**src/rtl/cf_pkg.sv**
```systemverilog
// Shared constants and types for the cf_approx_median 3x3 filter core.
package cf_pkg;

  localparam int DW = 8;

  typedef enum logic [1:0] {
    MODE_MED = 2'd0,
    MODE_MIN = 2'd1,
    MODE_MAX = 2'd2,
    MODE_BYP = 2'd3
  } mode_e;

endpackage : cf_pkg

```
**src/rtl/sort3.sv**
```systemverilog
// Combinational three-input unsigned sorter: returns min, median and max.
module sort3 #(
  parameter int W = 8
) (
  input  logic [W-1:0] i_a,
  input  logic [W-1:0] i_b,
  input  logic [W-1:0] i_c,
  output logic [W-1:0] o_min,
  output logic [W-1:0] o_med,
  output logic [W-1:0] o_max
);

  logic [W-1:0] w_lo;
  logic [W-1:0] w_hi;

  // Order a/b first, then place c relative to that pair; ties resolve to equal values.
  assign w_lo  = (i_a > i_b) ? i_b : i_a;
  assign w_hi  = (i_a > i_b) ? i_a : i_b;
  assign o_min = (i_c < w_lo) ? i_c : w_lo;
  assign o_max = (i_c > w_hi) ? i_c : w_hi;
  assign o_med = (i_c < w_lo) ? w_lo : ((i_c > w_hi) ? w_hi : i_c);

endmodule : sort3

```
**src/rtl/cf_approx_median.sv**
```systemverilog
// Two-stage 3x3 approximate median / min / max / bypass filter, one window per cycle.
module cf_approx_median
  import cf_pkg::*;
#(
  parameter int DW = cf_pkg::DW
) (
  input  logic          clk,
  input  logic          rst_n,
  input  logic          in_valid,
  input  logic [DW-1:0] i0,
  input  logic [DW-1:0] i1,
  input  logic [DW-1:0] i2,
  input  logic [DW-1:0] i3,
  input  logic [DW-1:0] i4,
  input  logic [DW-1:0] i5,
  input  logic [DW-1:0] i6,
  input  logic [DW-1:0] i7,
  input  logic [DW-1:0] i8,
  input  logic [1:0]    s,
  output logic [DW-1:0] y,
  output logic          out_valid
);

  logic [DW-1:0] w_row_min [3];
  logic [DW-1:0] w_row_med [3];
  logic [DW-1:0] w_row_max [3];

  logic [DW-1:0] r_row_min [3];
  logic [DW-1:0] r_row_med [3];
  logic [DW-1:0] r_row_max [3];
  logic [DW-1:0] r_ctr;
  mode_e         r_mode;
  logic          r_v1;

  logic [DW-1:0] w_med_med;
  logic [DW-1:0] w_unused_med_lo;
  logic [DW-1:0] w_unused_med_hi;
  logic [DW-1:0] w_min_all;
  logic [DW-1:0] w_max_all;
  logic [DW-1:0] w_sel;

  sort3 #(.W(DW)) u_row0 (
    .i_a(i0), .i_b(i1), .i_c(i2),
    .o_min(w_row_min[0]), .o_med(w_row_med[0]), .o_max(w_row_max[0])
  );

  sort3 #(.W(DW)) u_row1 (
    .i_a(i3), .i_b(i4), .i_c(i5),
    .o_min(w_row_min[1]), .o_med(w_row_med[1]), .o_max(w_row_max[1])
  );

  sort3 #(.W(DW)) u_row2 (
    .i_a(i6), .i_b(i7), .i_c(i8),
    .o_min(w_row_min[2]), .o_med(w_row_med[2]), .o_max(w_row_max[2])
  );

  // Stage 1: data registers only load on a valid window; the valid bit tracks every cycle.
  always_ff @(posedge clk or negedge rst_n) begin
    if (!rst_n) begin
      // NOTE: the stage-1 arrays are a handful of flops, not a RAM, so resetting them is cheap and keeps the pipeline deterministic.
      for (int k = 0; k < 3; k++) begin
        r_row_min[k] <= '0;
        r_row_med[k] <= '0;
        r_row_max[k] <= '0;
      end
      r_ctr  <= '0;
      r_mode <= MODE_MED;
      r_v1   <= 1'b0;
    end else begin
      r_v1 <= in_valid;
      if (in_valid) begin
        for (int k = 0; k < 3; k++) begin
          r_row_min[k] <= w_row_min[k];
          r_row_med[k] <= w_row_med[k];
          r_row_max[k] <= w_row_max[k];
        end
        r_ctr  <= i4;
        r_mode <= mode_e'(s);
      end
    end
  end

  sort3 #(.W(DW)) u_med (
    .i_a(r_row_med[0]), .i_b(r_row_med[1]), .i_c(r_row_med[2]),
    .o_min(w_unused_med_lo), .o_med(w_med_med), .o_max(w_unused_med_hi)
  );

  // NOTE: every combinational output gets a default first so no path can infer a latch.
  always_comb begin
    w_min_all = r_row_min[0];
    w_max_all = r_row_max[0];
    w_sel     = r_ctr;
    for (int k = 1; k < 3; k++) begin
      if (r_row_min[k] < w_min_all) w_min_all = r_row_min[k];
      if (r_row_max[k] > w_max_all) w_max_all = r_row_max[k];
    end
    unique case (r_mode)
      MODE_MED: w_sel = w_med_med;
      MODE_MIN: w_sel = w_min_all;
      MODE_MAX: w_sel = w_max_all;
      MODE_BYP: w_sel = r_ctr;
      default:  w_sel = r_ctr;
    endcase
  end

  // Stage 2: y holds its last result across bubbles; out_valid follows the stage-1 valid.
  always_ff @(posedge clk or negedge rst_n) begin
    if (!rst_n) begin
      y         <= '0;
      out_valid <= 1'b0;
    end else begin
      out_valid <= r_v1;
      if (r_v1) y <= w_sel;
    end
  end

endmodule : cf_approx_median

```
**config.mk**
```make
export PLATFORM = sky130hd
export DESIGN_NAME = cf_approx_median
export DESIGN_NICKNAME = d
export VERILOG_FILES = /design/src/rtl/cf_pkg.sv /design/src/rtl/sort3.sv /design/src/rtl/cf_approx_median.sv
export SDC_FILE = /design/constraint.sdc
export NUM_CORES = 1
export LEC_CHECK = 0
export BUFFER_PORTS_ARGS = -buffer_cell sky130_fd_sc_hd__buf_2
export CORE_MARGIN = 5
export CORE_UTILIZATION = 35
export DETAILED_ROUTE_END_ITERATION = 6
export SYNTH_ARGS = -nofsm -noshare
export SYNTH_HDL_FRONTEND = slang
export SYNTH_HIERARCHICAL = 1
export SYNTH_SLANG_ARGS = --single-unit
export TNS_END_PERCENT = 100
```
**constraint.sdc**
```tcl
create_clock -name clk -period 12.6 [get_ports clk]
set_input_delay 0 -clock clk [delete_from_list [all_inputs] [get_ports clk]]
set_output_delay 0 -clock clk [all_outputs]
set_load 0.005 [all_outputs]
```
* After elaboration in Yosys (flattened, before gate mapping)
Cells that the tools add are included.
Storage, ports and cells: flip-flop bits (word level) 92, output and inout bits 9
Operators by class: $lt $le $gt $ge 16, equality and inequality tests 3, mux-type cells 27, reductions and logical operators 1
Operators by type and width (count):
- 8-bit 2-to-1 mux | 26
- 8-bit greater-than comparator | 10
- 8-bit less-than comparator | 6
- 8-bit case mux with 4 select lines | 1
- 2-bit == test (second input constant) | 2
- 2-bit by 1-bit == test with 1-bit output (second input constant) | 1
- 2-bit zero test | 1

* Depth between registers and ports, before layout
depth after elaboration 6, mapped depth 22

* By module
The synthesis kept the hierarchy.
By module, submodules not included:
- cf_approx_median | times used 1, cells each 402, area each 4639.4 µm², sequential area each 2302.2 µm²
- sort3 at u_row0 ... | times used 2, cells each 169, area each 1198.6 µm², sequential area each 0.0 µm²
- sort3 at u_row2 | times used 1, cells each 172, area each 1209.9 µm², sequential area each 0.0 µm²
- sort3 at u_med | times used 1, cells each 166, area each 1153.6 µm², sequential area each 0.0 µm²

* Worst setup path before layout
OpenSTA, ideal clock, no wires.
path type reg-to-reg, start register r_row_med[17] in the netlist's numbering, end register y[6], library setup time 68 ps, data arrival time 3957 ps, data required time 12532 ps, path slack 8575 ps, stages on the path, launching flop included 19, path buffers 1, period minus slack after synthesis 4025 ps, cell sequence dfrtp_1 > ha_1 > nor2b_1 > o211ai_1 > a21o_1 > a21o_1 > buf_2 > mux2i_1 > ha_1 > and4_1 > a21oi_1 > and3b_1 > o221ai_1 > o21ai_4 > mux2i_2 > a221o_1 > o22ai_1 > or3_1 > nand3_1
Between the ends: longest elaborated chain between the ends 6, elaborated cells between the ends (all ways) 8, those cells by class 3 x order compare; 5 x mux
Ends and longest elaborated chain:
- start, declared | line cf_approx_median.sv:29 | logic [DW-1:0] r_row_med [3];
- start signal, assigned by index | line cf_approx_median.sv:74 | r_row_med[k] <= w_row_med[k];
- 8-bit greater-than comparator | line sort3.sv:17, sort3.sv:18
- 8-bit 2-to-1 mux | line sort3.sv:18 | assign w_hi = (i_a > i_b) ? i_a : i_b;
- 8-bit greater-than comparator
- 8-bit 2-to-1 mux | line sort3.sv:21 | assign o_med = (i_c < w_lo) ? w_lo : ((i_c > w_hi) ? w_hi : i_c);
- 8-bit 2-to-1 mux (*) | line sort3.sv:21
- net w_med_med[6] | line cf_approx_median.sv:35 | logic [DW-1:0] w_med_med;
- 8-bit case mux with 4 select lines (*) | line cf_approx_median.sv:97 | unique case (r_mode)
- end signal, assigned | line cf_approx_median.sv:113 | if (r_v1) y <= w_sel;
- end, declared | line cf_approx_median.sv:20 | output logic [DW-1:0] y,
The timed path passes the listed nets; every way through them passes the cells marked *. A chain may end at the register's enable or synchronous reset.

* Final worst setup path
start register r_row_med[11] in the netlist's numbering, end register y[6]
Same word-level chain as after synthesis.

==> flow_summary.toml <==
[setup_path]
cp.required_ns = 12.88
worstSetupPathType = "reg2reg"
crit_path_end_kind = "register"
crit_path_max_fanout = 16
arrival_ns = 5.10
startpoint_type = "register"

[finish]
syn2layout_area_growth_pct = 12.1
final_layout_size_suffix_gt1_share_pct = 19.8
n_fill_cell = 2660
nets = 1309
design_area_um2 = 10400
seq_area_um2 = 2300
antennaDiodeCount = 0
multiInputGateArea_um2 = 6490

[clock_network]
clock_latency_ns = 0.35
cts-hold-fix-buffers = 10
cts_tree = "built"
post_cts_buffers = 0
cts.sinks = 92
htree_num_levels = 3
cts_root_buffer = "clkbuf_16"
cts_resized = 0
cts_buffers = 9
cts_buffer_depth = 2
clk_pin_slew_ns = 0.07

[timing]
setup_viol = 0
timing.fmax_mhz = 207
slew_headroom_pct = 28.3
slew_violations = 0
hold_viol_final = 0
period_needed_ns = 4.82
fin_tns_setup_ns = 0
worstMarginPinSlew_ns = 1.07
fin_skew_ns = 0.00723
grt_setup_unrepaired = "no"
period_share_pct = 38.3

[outcome]
violations = "DRC"
status = "finished, violations left"

[grt]
antenna_found_initial = 1
grt_usage_pct = 17.5
grt_max_degree = 79
grt_pass1_wl_um = 43000
grt_remaining_overflow = 0
grt_pass1_vias = 7899

[detailed_routing]
drtPass1Iterations = 7
avgViaCountPerCell = 5.71
drc = 1
wire_per_inst_um = 18.7
vias = 8282
postRouteWirelength_um = 27100
postRouteAntennaNets = 0
drt-initial-drc-count = 697

[floorplanning]
rows = 59
dieArea_um2 = 29800
die_h_um = 173
start_util_pct = 35.5
coreArea_um2 = 26100
die_w_um = 173
num_io_pins = 86

[placement]
gp_congestion = 0.925
port_buffers = 85
placed_area_um2 = 9940
post-dp-hpwl_um = 21500

[pwr]
peakVddDrop_uv = 87.5
p_leak_nw = 4.92
power_density_nw_per_um2 = 189

[synthesis]
postSynthAreaPerCell_um2 = 8.86
yosys_warnings = 6
syn_area_um2 = 9240
synth_nets = 1242
synth_cells = 1043

[run]
maxCapViolations = 0

[min_path]
hold_path_class = "in2reg"
==> power breakdown <==
part           internal, mW  switching, mW
Clock                 0.166          0.118
Combinational         0.509          0.675
Sequential            0.381          0.110
==> layer usage <==
layer | vias up | wire, µm | track usage [%]
met5 | - | 7 | 0
met4 | 2 | 479 | 4.32
met3 | 38 | 1810 | 2.70
met2 | 281 | 12300 | 27.6
met1 | 3907 | 12500 | 25.2
li1 | 4054 | - | -
==> layout make-up <==
| cell class | count | share of cell area (%) |
|---|---|---|
| tap | 335 | 4.05 |
| inverter | 62 | 2.25 |
| timing repair buffer | 104 | 5.80 |
| multi-input combinational | 841 | 62.7 |
| sequential | 92 | 22.2 |
| clock inverter | 4 | 0.543 |
| clock buffer | 12 | 2.48 |
==> per-stage QoR <==
stage / hold slack, ns / setup slack [ns] / std cells / power [mW] / util, %
floorplan: -0.296 / 8.65 / 1043 / 1.35 / -
global placement: -0.0121 / 7.72 / 1423 / 1.64 / 38.1
detailed placement: 0.00553 / 7.67 / 1423 / 1.66 / 38.1
CTS: 0.00185 / 7.85 / 1449 / 1.96 / 39.7
global route: 0.0290 / 7.42 / 1450 / 2.12 / 39.8
finish: 0.0123 / 7.78 / 1450 / 1.96 / 39.8
==> state kept, by name (all words and copies together) (netlist names) <==
register	count
r_row_med	24
r_ctr	8
r_mode	2
r_row_min	24
out_valid	1
r_row_max	24
r_v1	1
y	8
==> critical path: stages, from the launching register on <==
cell and delay [ns]:
dfrtp_1 0.51, inv_1 0.09, ha_1 0.33, o211ai_1 0.10
a21o_1 0.21, a21oi_2 0.67, mux2i_1 0.28, ha_1 0.27
nand3_1 0.12, nor2_1 0.06, a32oi_1 0.22, nor2b_1 0.55
nand2_1 0.14, mux2i_2 0.38, a221o_1 0.27, o22ai_1 0.10
or3_1 0.38, nand3_1 0.09
==> final timing paths <==
check / start / cells past startpoint / slack (ns) / to
hold reg to reg: r_ctr[3] / 1 / 0.51 / r_ctr[3]
hold / removal: in_valid / 2 / 0.01 / r_row_max[19]
setup reg to reg: r_row_med[11] / 17 / 7.78 / y[6]
min in group asynchronous: rst_n / 2 / 0.15 / r_row_med[17]
setup / recovery: r_row_med[11] / 17 / 7.78 / y[6]
max in group asynchronous: rst_n / 3 / 11.34 / r_ctr[2]
==> cells in the final DEF, fill, tap and decap left out, types with 5 or more instances in the layout <==
master         count
clkbuf_16          9
and3_1            50
or3_1              7
o22ai_1            8
nand2b_1           5
nor2b_1           11
dlygate4sd3_1     11
nor3_1             6
a2111o_1          22
nor2_1            82
a21o_1             9
nand2_1           57
a221o_1           13
ha_1             122
mux2_2            73
nand4_1           13
nand3b_1           6
o32a_1             7
o21ai_1           10
nand3_1           31
o211ai_1           7
dfrtp_1           92
a21oi_1          116
inv_1             62
o21a_1             6
buf_4             10
buf_2             83
o221ai_1           8
nor3b_1           17
mux2i_1           44
o21ai_0           37
a221oi_1           9
Note: power is estimated with default switching activity, not from simulation.
